<file path="config.mk">
export PLATFORM = sky130hd
export DESIGN_NAME = eca_engine
export DESIGN_NICKNAME = d
export VERILOG_FILES = /design/src/rtl/eca_engine.sv
export SDC_FILE = /design/constraint.sdc
export NUM_CORES = 2
export LEC_CHECK = 0
export ABC_AREA = 0
export BUFFER_PORTS_ARGS = -buffer_cell sky130_fd_sc_hd__buf_2
export CAP_MARGIN = 25
export CORE_AREA = 4 4 418 420
export CTS_BUF_LIST = sky130_fd_sc_hd__clkbuf_8
export DETAILED_ROUTE_END_ITERATION = 8
export DIE_AREA = 0 0 422 424
export HOLD_SLACK_MARGIN = 0.12
export PLACE_DENSITY = 0.57
export SYNTH_ARGS = -nofsm -noshare
export SYNTH_HDL_FRONTEND = slang
export SYNTH_SLANG_ARGS = --single-unit
</file>
<file path="constraint.sdc">
create_clock -name clk -period 2.95 [get_ports clk]
set_input_delay 0.59 -clock clk [delete_from_list [all_inputs] [get_ports clk]]
set_output_delay 0.59 -clock clk [all_outputs]
set_load 0.005 [all_outputs]
</file>
<file path="src/rtl/eca_engine.sv">
// eca_engine: elementary cellular automaton core with a generation run controller.
//
// Every cell updates from its {left, centre, right} neighbourhood through an
// 8-bit Wolfram rule. The boundary is either zero or toroidal. A start/busy/done
// handshake runs a programmed number of generations, and hold can pause the run.
//
// Optional feature: define ECA_POPCOUNT_EN to add a registered ones-count output (pop).
//
// Ports:
//   clk        rising-edge clock
//   reset      synchronous active-high reset
//   load       loads data into q, aborts any run
//   data       initial cell state
//   rule       Wolfram rule, latched on accepted start
//   wrap       0 = zero boundary, 1 = toroidal, latched on accepted start
//   start      begin a run (accepted only when idle)
//   gen_count  generations to run, latched on accepted start
//   hold       freezes a run while high
//   q          current cell state
//   busy       high while running or signalling done
//   done       one-cycle completion pulse
//   generation generations applied since last load/reset (wraps)
//   pop        (ECA_POPCOUNT_EN) ones in q, one cycle behind q
module eca_engine #(
  parameter int unsigned WIDTH = 512,
  parameter int unsigned CNT_W = 16
) (
  input  logic             clk,
  input  logic             reset,
  input  logic             load,
  input  logic [WIDTH-1:0] data,
  input  logic [7:0]       rule,
  input  logic             wrap,
  input  logic             start,
  input  logic [CNT_W-1:0] gen_count,
  input  logic             hold,
  output logic [WIDTH-1:0] q,
  output logic             busy,
  output logic             done,
  output logic [CNT_W-1:0] generation
`ifdef ECA_POPCOUNT_EN
  ,
  output logic [$clog2(WIDTH+1)-1:0] pop
`endif
);

  typedef enum logic [1:0] {IDLE, RUN, DONE} state_t;

  state_t           state, state_n;
  logic [7:0]       rule_r, rule_n;
  logic             wrap_r, wrap_n;
  logic [CNT_W-1:0] rem, rem_n;
  logic [CNT_W-1:0] gen_n;
  logic [WIDTH-1:0] q_n;
  logic [WIDTH-1:0] step_q;
  logic [WIDTH+1:0] ext;
  logic             busy_n, done_n;

  // Cell array padded with boundary cells: ext[i+2:i] = {L, C, R} for cell i.
  always_comb begin
    ext = {wrap_r & q[0], q, wrap_r & q[WIDTH-1]};
  end

  // One generation of the automaton under the latched rule.
  always_comb begin
    step_q = '0;
    for (int i = 0; i < WIDTH; i++) begin
      step_q[i] = rule_r[ext[i +: 3]];
    end
  end

  // Next-state and next-output logic; load overrides the run controller.
  always_comb begin
    state_n = state;
    q_n     = q;
    gen_n   = generation;
    rem_n   = rem;
    rule_n  = rule_r;
    wrap_n  = wrap_r;
    case (state)
      IDLE: begin
        if (start) begin
          if (gen_count != '0) begin
            rule_n  = rule;
            wrap_n  = wrap;
            rem_n   = gen_count;
            state_n = RUN;
          end else begin
            state_n = DONE;
          end
        end
      end
      RUN: begin
        if (!hold) begin
          q_n   = step_q;
          gen_n = generation + CNT_W'(1);
          rem_n = rem - CNT_W'(1);
          if (rem == CNT_W'(1)) state_n = DONE;
        end
      end
      DONE:    state_n = IDLE;
      default: state_n = IDLE;
    endcase
    if (load) begin
      q_n     = data;
      gen_n   = '0;
      rem_n   = '0;
      state_n = IDLE;
    end
    busy_n = (state_n != IDLE);
    done_n = (state_n == DONE);
  end

  // State and output registers.
  always_ff @(posedge clk) begin
    if (reset) begin
      state      <= IDLE;
      q          <= '0;
      generation <= '0;
      rem        <= '0;
      rule_r     <= '0;
      wrap_r     <= 1'b0;
      busy       <= 1'b0;
      done       <= 1'b0;
    end else begin
      state      <= state_n;
      q          <= q_n;
      generation <= gen_n;
      rem        <= rem_n;
      rule_r     <= rule_n;
      wrap_r     <= wrap_n;
      busy       <= busy_n;
      done       <= done_n;
    end
  end

`ifdef ECA_POPCOUNT_EN
  localparam int unsigned POP_W = $clog2(WIDTH + 1);

  logic [POP_W-1:0] pop_n;

  // Ones count of the current cell state, registered one cycle behind q.
  always_comb begin
    pop_n = '0;
    for (int i = 0; i < WIDTH; i++) begin
      pop_n = pop_n + POP_W'(q[i]);
    end
  end

  always_ff @(posedge clk) begin
    if (reset) pop <= '0;
    else       pop <= pop_n;
  end
`endif

endmodule

</file>
After elaboration in Yosys (flattened, before gate mapping). Cells that the tools add are included.

Bits in registers: 557.

Bitwise gates (word level): 3. Reduce and logical (&&, ||, !) cells: 10. Muxes and demuxes: 1037. $lt $le $gt $ge: 512. Add/sub/neg operators: 2. Eq/ne operators: 7.

Operators by type and width (number): $lt A3 B4 Y1 const B (512); $bmux W1 S3 (512); $mux W512 (3); $mux W1 (512); $mux W16 (3); $pmux W16 S2 (1); $add A16 B1 Y16 const B (1); $eq A16 B1 Y1 const B (1); $reduce_bool A16 Y1 (1); $sub A16 B1 Y16 const B (1); $mux W2 (5); $ne A2 B2 Y1 const B (4); $reduce_bool A2 Y1 (3); $pmux W2 S2 (1); $reduce_and A2 Y1 (2); $reduce_and A4 Y1 (1); $reduce_and A3 Y1 (1); $and A1 B1 Y1 (2); $eq A2 B1 Y1 const B (1); $eq A2 B2 Y1 const B (1); $logic_not A2 Y1 (1); $reduce_or A2 Y1 (1); $not A1 Y1 (1).

Logic depth before layout (Yosys ltp).
Depth after elaboration: 6. Depth in mapped cells: 9. Mapped depth without buffers: 7.

Least setup slack after synthesis. Ideal clock, no wire load.

Path type: in2reg. From: in hold. To: reg rem[11]. Path slack: 0.766 ns. Required time: 2.822 ns. Cell stages on the path: 6. Path buffers: 2. Data arrival time: 2.057 ns. Path through: or3b_1 -> buf_2 -> clkbuf_1 -> or4_1 -> a32oi_1 -> nor2_1.

Cells in the longest elaborated chain, start to end: 2.

RTL lines: start: declaration (RTL line 36) `input logic hold,`; $ne A2 B2 Y1 (no line); $reduce_and A4 Y1 (no line); end signal: assignment (RTL line 129) `rem <= rem_n;`; end: declaration (RTL line 52) `logic [CNT_W-1:0] rem, rem_n;`.

Every way passes these cells. A chain may end at the register's enable or synchronous reset.

Final worst setup path.
From: reg state[0]. To: reg q[265].

Cells in the longest elaborated chain, start to end: 3.

RTL lines: start: declaration (RTL line 49) `state_t state, state_n;`; start signal: assignment (RTL line 126) `state <= state_n;`; $eq A2 B1 Y1 (RTL line 80) `case (state)`; $reduce_bool A2 Y1 (no line); $reduce_and A2 Y1 (no line); end signal: assignment (RTL line 127) `q <= q_n;`; end: declaration (RTL line 37) `output logic [WIDTH-1:0] q,`.

Every way passes these cells.

==> flow_summary.toml <==
[sta]
setup_tns_ps = 0
hold_violations = 0
fmax_mhz = 350.0
finalCritPeriodShare = 0.9684
drv_slew = 0
max_slew_margin = 0.4956
fin_skew_ps = 46.00
finalWorstSetupSlack_ps = 93.23
fin_crit_ps = 2857
worstMarginPinSlew_ps = 756.5
setup_viol = 0

[final_layout]
drive_gt1_frac = 0.3378
final_nets = 7628
area_growth_pct = 27.44
final_common_cell = "buf_2"
fillers = 16480
final_cell_mix = "buf_2 (1069), mux4_2 (790), a21oi_1 (751), nand2_1 (658), dlygate4sd3_1 (575)"

[synth]
synth-seq-cells = 557
syn_nets = 6794
synth_cell_types = 62
async_flop_share = 0
yosysSeqAreaShare = 0.2008
synth.avg_cell_area_um2 = 8.886
syn_area_um2 = 55530
synth-main-ff-cell = "dfxtp_1"
syn_inst = 6249
synth_warnings = 0
synth-edff-count = 0

[routing]
drt_iter0_markers = 6653
dr.pass1.iters = 5
drcViolationCount = 0
ant_nets = 0
post_drt_wl_per_cell_um = 26.84
viasPerCell = 6.277
routed_wl_mm = 253.1
vias = 59180

[clock_tree]
cts.htree.levels = 3
cts.root.buffer_cell = "clkbuf_8"
cts_tree = "built"
cts_sinks = 557
clkLatencyLatePin_ps = 920
path_clk_slew_ps = 60
clockBufferDepth = 3
numCtsBuffers = 116

[global_routing]
grt_antenna_before_repair = 23
grt_pass1_vias = 56550
grt_overflow = 0
grt_pass1_wl_mm = 377.5
grt_max_degree = 111
grt.total_usage = 0.2683

[worst_setup_path]
worstPathRequired_ps = 3790
worstPathArrival_ps = 3690
worstSetupPathType = "flop to flop"
critPathMaxFanout = 45
worst_setup_path_end_kind = "flop"
crit_path_start_kind = "flop"

[power]
power_frac_seq = 0.357
power_frac_clock = 0.357
pwr-share-comb = 0.286
switching_share = 0.3493
cellPowerDensity_nw_per_um2 = 368.8
ir_drop_v = 0.0003524
switching_power_uw = 9116
p_leak_uw = 0.02576
internal_power_uw = 16980

[run_status]
status = "complete, no violations"

[floorplan]
die-area_um2 = 178900
pin_count = 1072
die_y_um = 424
rows = 152
core_um2 = 171000
start_util = 0.3248
die_x_um = 422

[placed_design]
dp_hpwl_mm = 167.8
gp_congestion = 0.9296
pre_cts_ws_ps = 390.8
port_buffers = 1071

[hold_path]
min_path_type = "primary input to flop"

[flow_run]
maxCapViolations = 0
## power groups by stage
| stage | Clock [µW] | Combinational [µW] | Sequential [µW] |
|---|---|---|---|
| after CTS | 9480 | 7340 | 9310 |
| after detailed placement | 0 | 6700 | 9470 |
| after global placement | 0 | 6640 | 9440 |
| after global routing | 9760 | 7910 | 9440 |
| after floorplan | 0 | 5100 | 8370 |
| final | 9320 | 7460 | 9320 |
## state kept, by name, indices dropped and copies added, names as in the netlist
name / count
state: 2
done: 1
wrap_r: 1
generation: 16
busy: 1
rule_r: 8
rem: 16
q: 512
## layout make-up
cell class | count | area [µm²] | area share
Multi-Input combinational cell | 4454 | 39640 | 0.5602
Timing Repair Buffer | 1946 | 14550 | 0.2056
Sequential cell | 557 | 11180 | 0.1580
Tap cell | 2233 | 2794 | 0.03948
Clock buffer | 151 | 2078 | 0.02937
Clock inverter | 57 | 426.7 | 0.006029
Antenna cell | 23 | 57.56 | 0.0008133
Inverter | 8 | 37.54 | 0.0005304
## Yosys cell counts (all sizes together), types with 49 or more instances
cell type / instances / area share
a211oi: 264 / 0.036
a21oi: 751 / 0.068
a31oi: 164 / 0.018
buf: 168 / 0.013
clkbuf: 1061 / 0.072
dfxtp: 557 / 0.20
mux2: 58 / 0.012
mux2i: 239 / 0.043
mux4: 790 / 0.32
nand2: 658 / 0.044
nor2: 329 / 0.022
nor2b: 213 / 0.024
o2111ai: 56 / 0.0088
o211ai: 220 / 0.030
o21ai: 122 / 0.011
o22a: 163 / 0.026
o22ai: 49 / 0.0055
or3: 253 / 0.029
## stage by stage
step | total power, µW | hold WS (ps) | std cells | cell area (µm²) | utilization
after floorplan | 13480 | 447.8 | 6249 | 55530 | -
after global placement | 16070 | 462.6 | 8620 | 62380 | 0.3649
after detailed placement | 16170 | 479.2 | 8620 | 62380 | 0.3649
after CTS | 26130 | 126.2 | 9403 | 70650 | 0.4132
after global routing | 27120 | 168.3 | 9426 | 70760 | 0.4139
final | 26100 | 215.6 | 9429 | 70770 | 0.4139
## critical path, cell delays in order, from the launching register on
cell	delay [ps]
dfxtp_1	480
nor3b_4	300
buf_4	200
buf_12	240
buf_12	250
a21oi_1	80
or3_1	360
a21oi_1	160
dlygate4sd3_1	580
## logic make-up after synthesis
group           count (synthesis)  synth area share
buf+inv                      1238           0.08558
xor+xnor                       12          0.001893
mux                          1087            0.3753
flops                         557            0.2008
simple gates                 1524            0.1270
compound gates               1828            0.2088
fa+ha+maj                       3         0.0006760
## repair_timing
action / in CTS / in global routing
hold endpoints to repair: 541 / 0
resized for setup: 0 / 3
setup buffers: 0 / 2
setup endpoints to repair: 0 / 6
hold buffers: 575 / 0
## layer usage
metal | global-route usage | share of wire | vias up
met1 | 0.3426 | 0.38 | 29530
li1 | - | - | 25390
met5 | 0 | 0.000051 | -
met3 | 0.05968 | 0.090 | 750
met2 | 0.4138 | 0.45 | 3515
met4 | 0.1653 | 0.072 | 2
## final timing paths
| check | start | endpoint | slack (ps) | cells past startpoint |
|---|---|---|---|---|
| max reg2reg | state[0] | q[265] | 90 | 8 |
| min | load | q[499] | 220 | 3 |
| min reg2reg | rem[1] | rem[1] | 490 | 2 |
| max | state[0] | q[265] | 90 | 8 |
No activity file was read; power rests on OpenSTA's default activity.
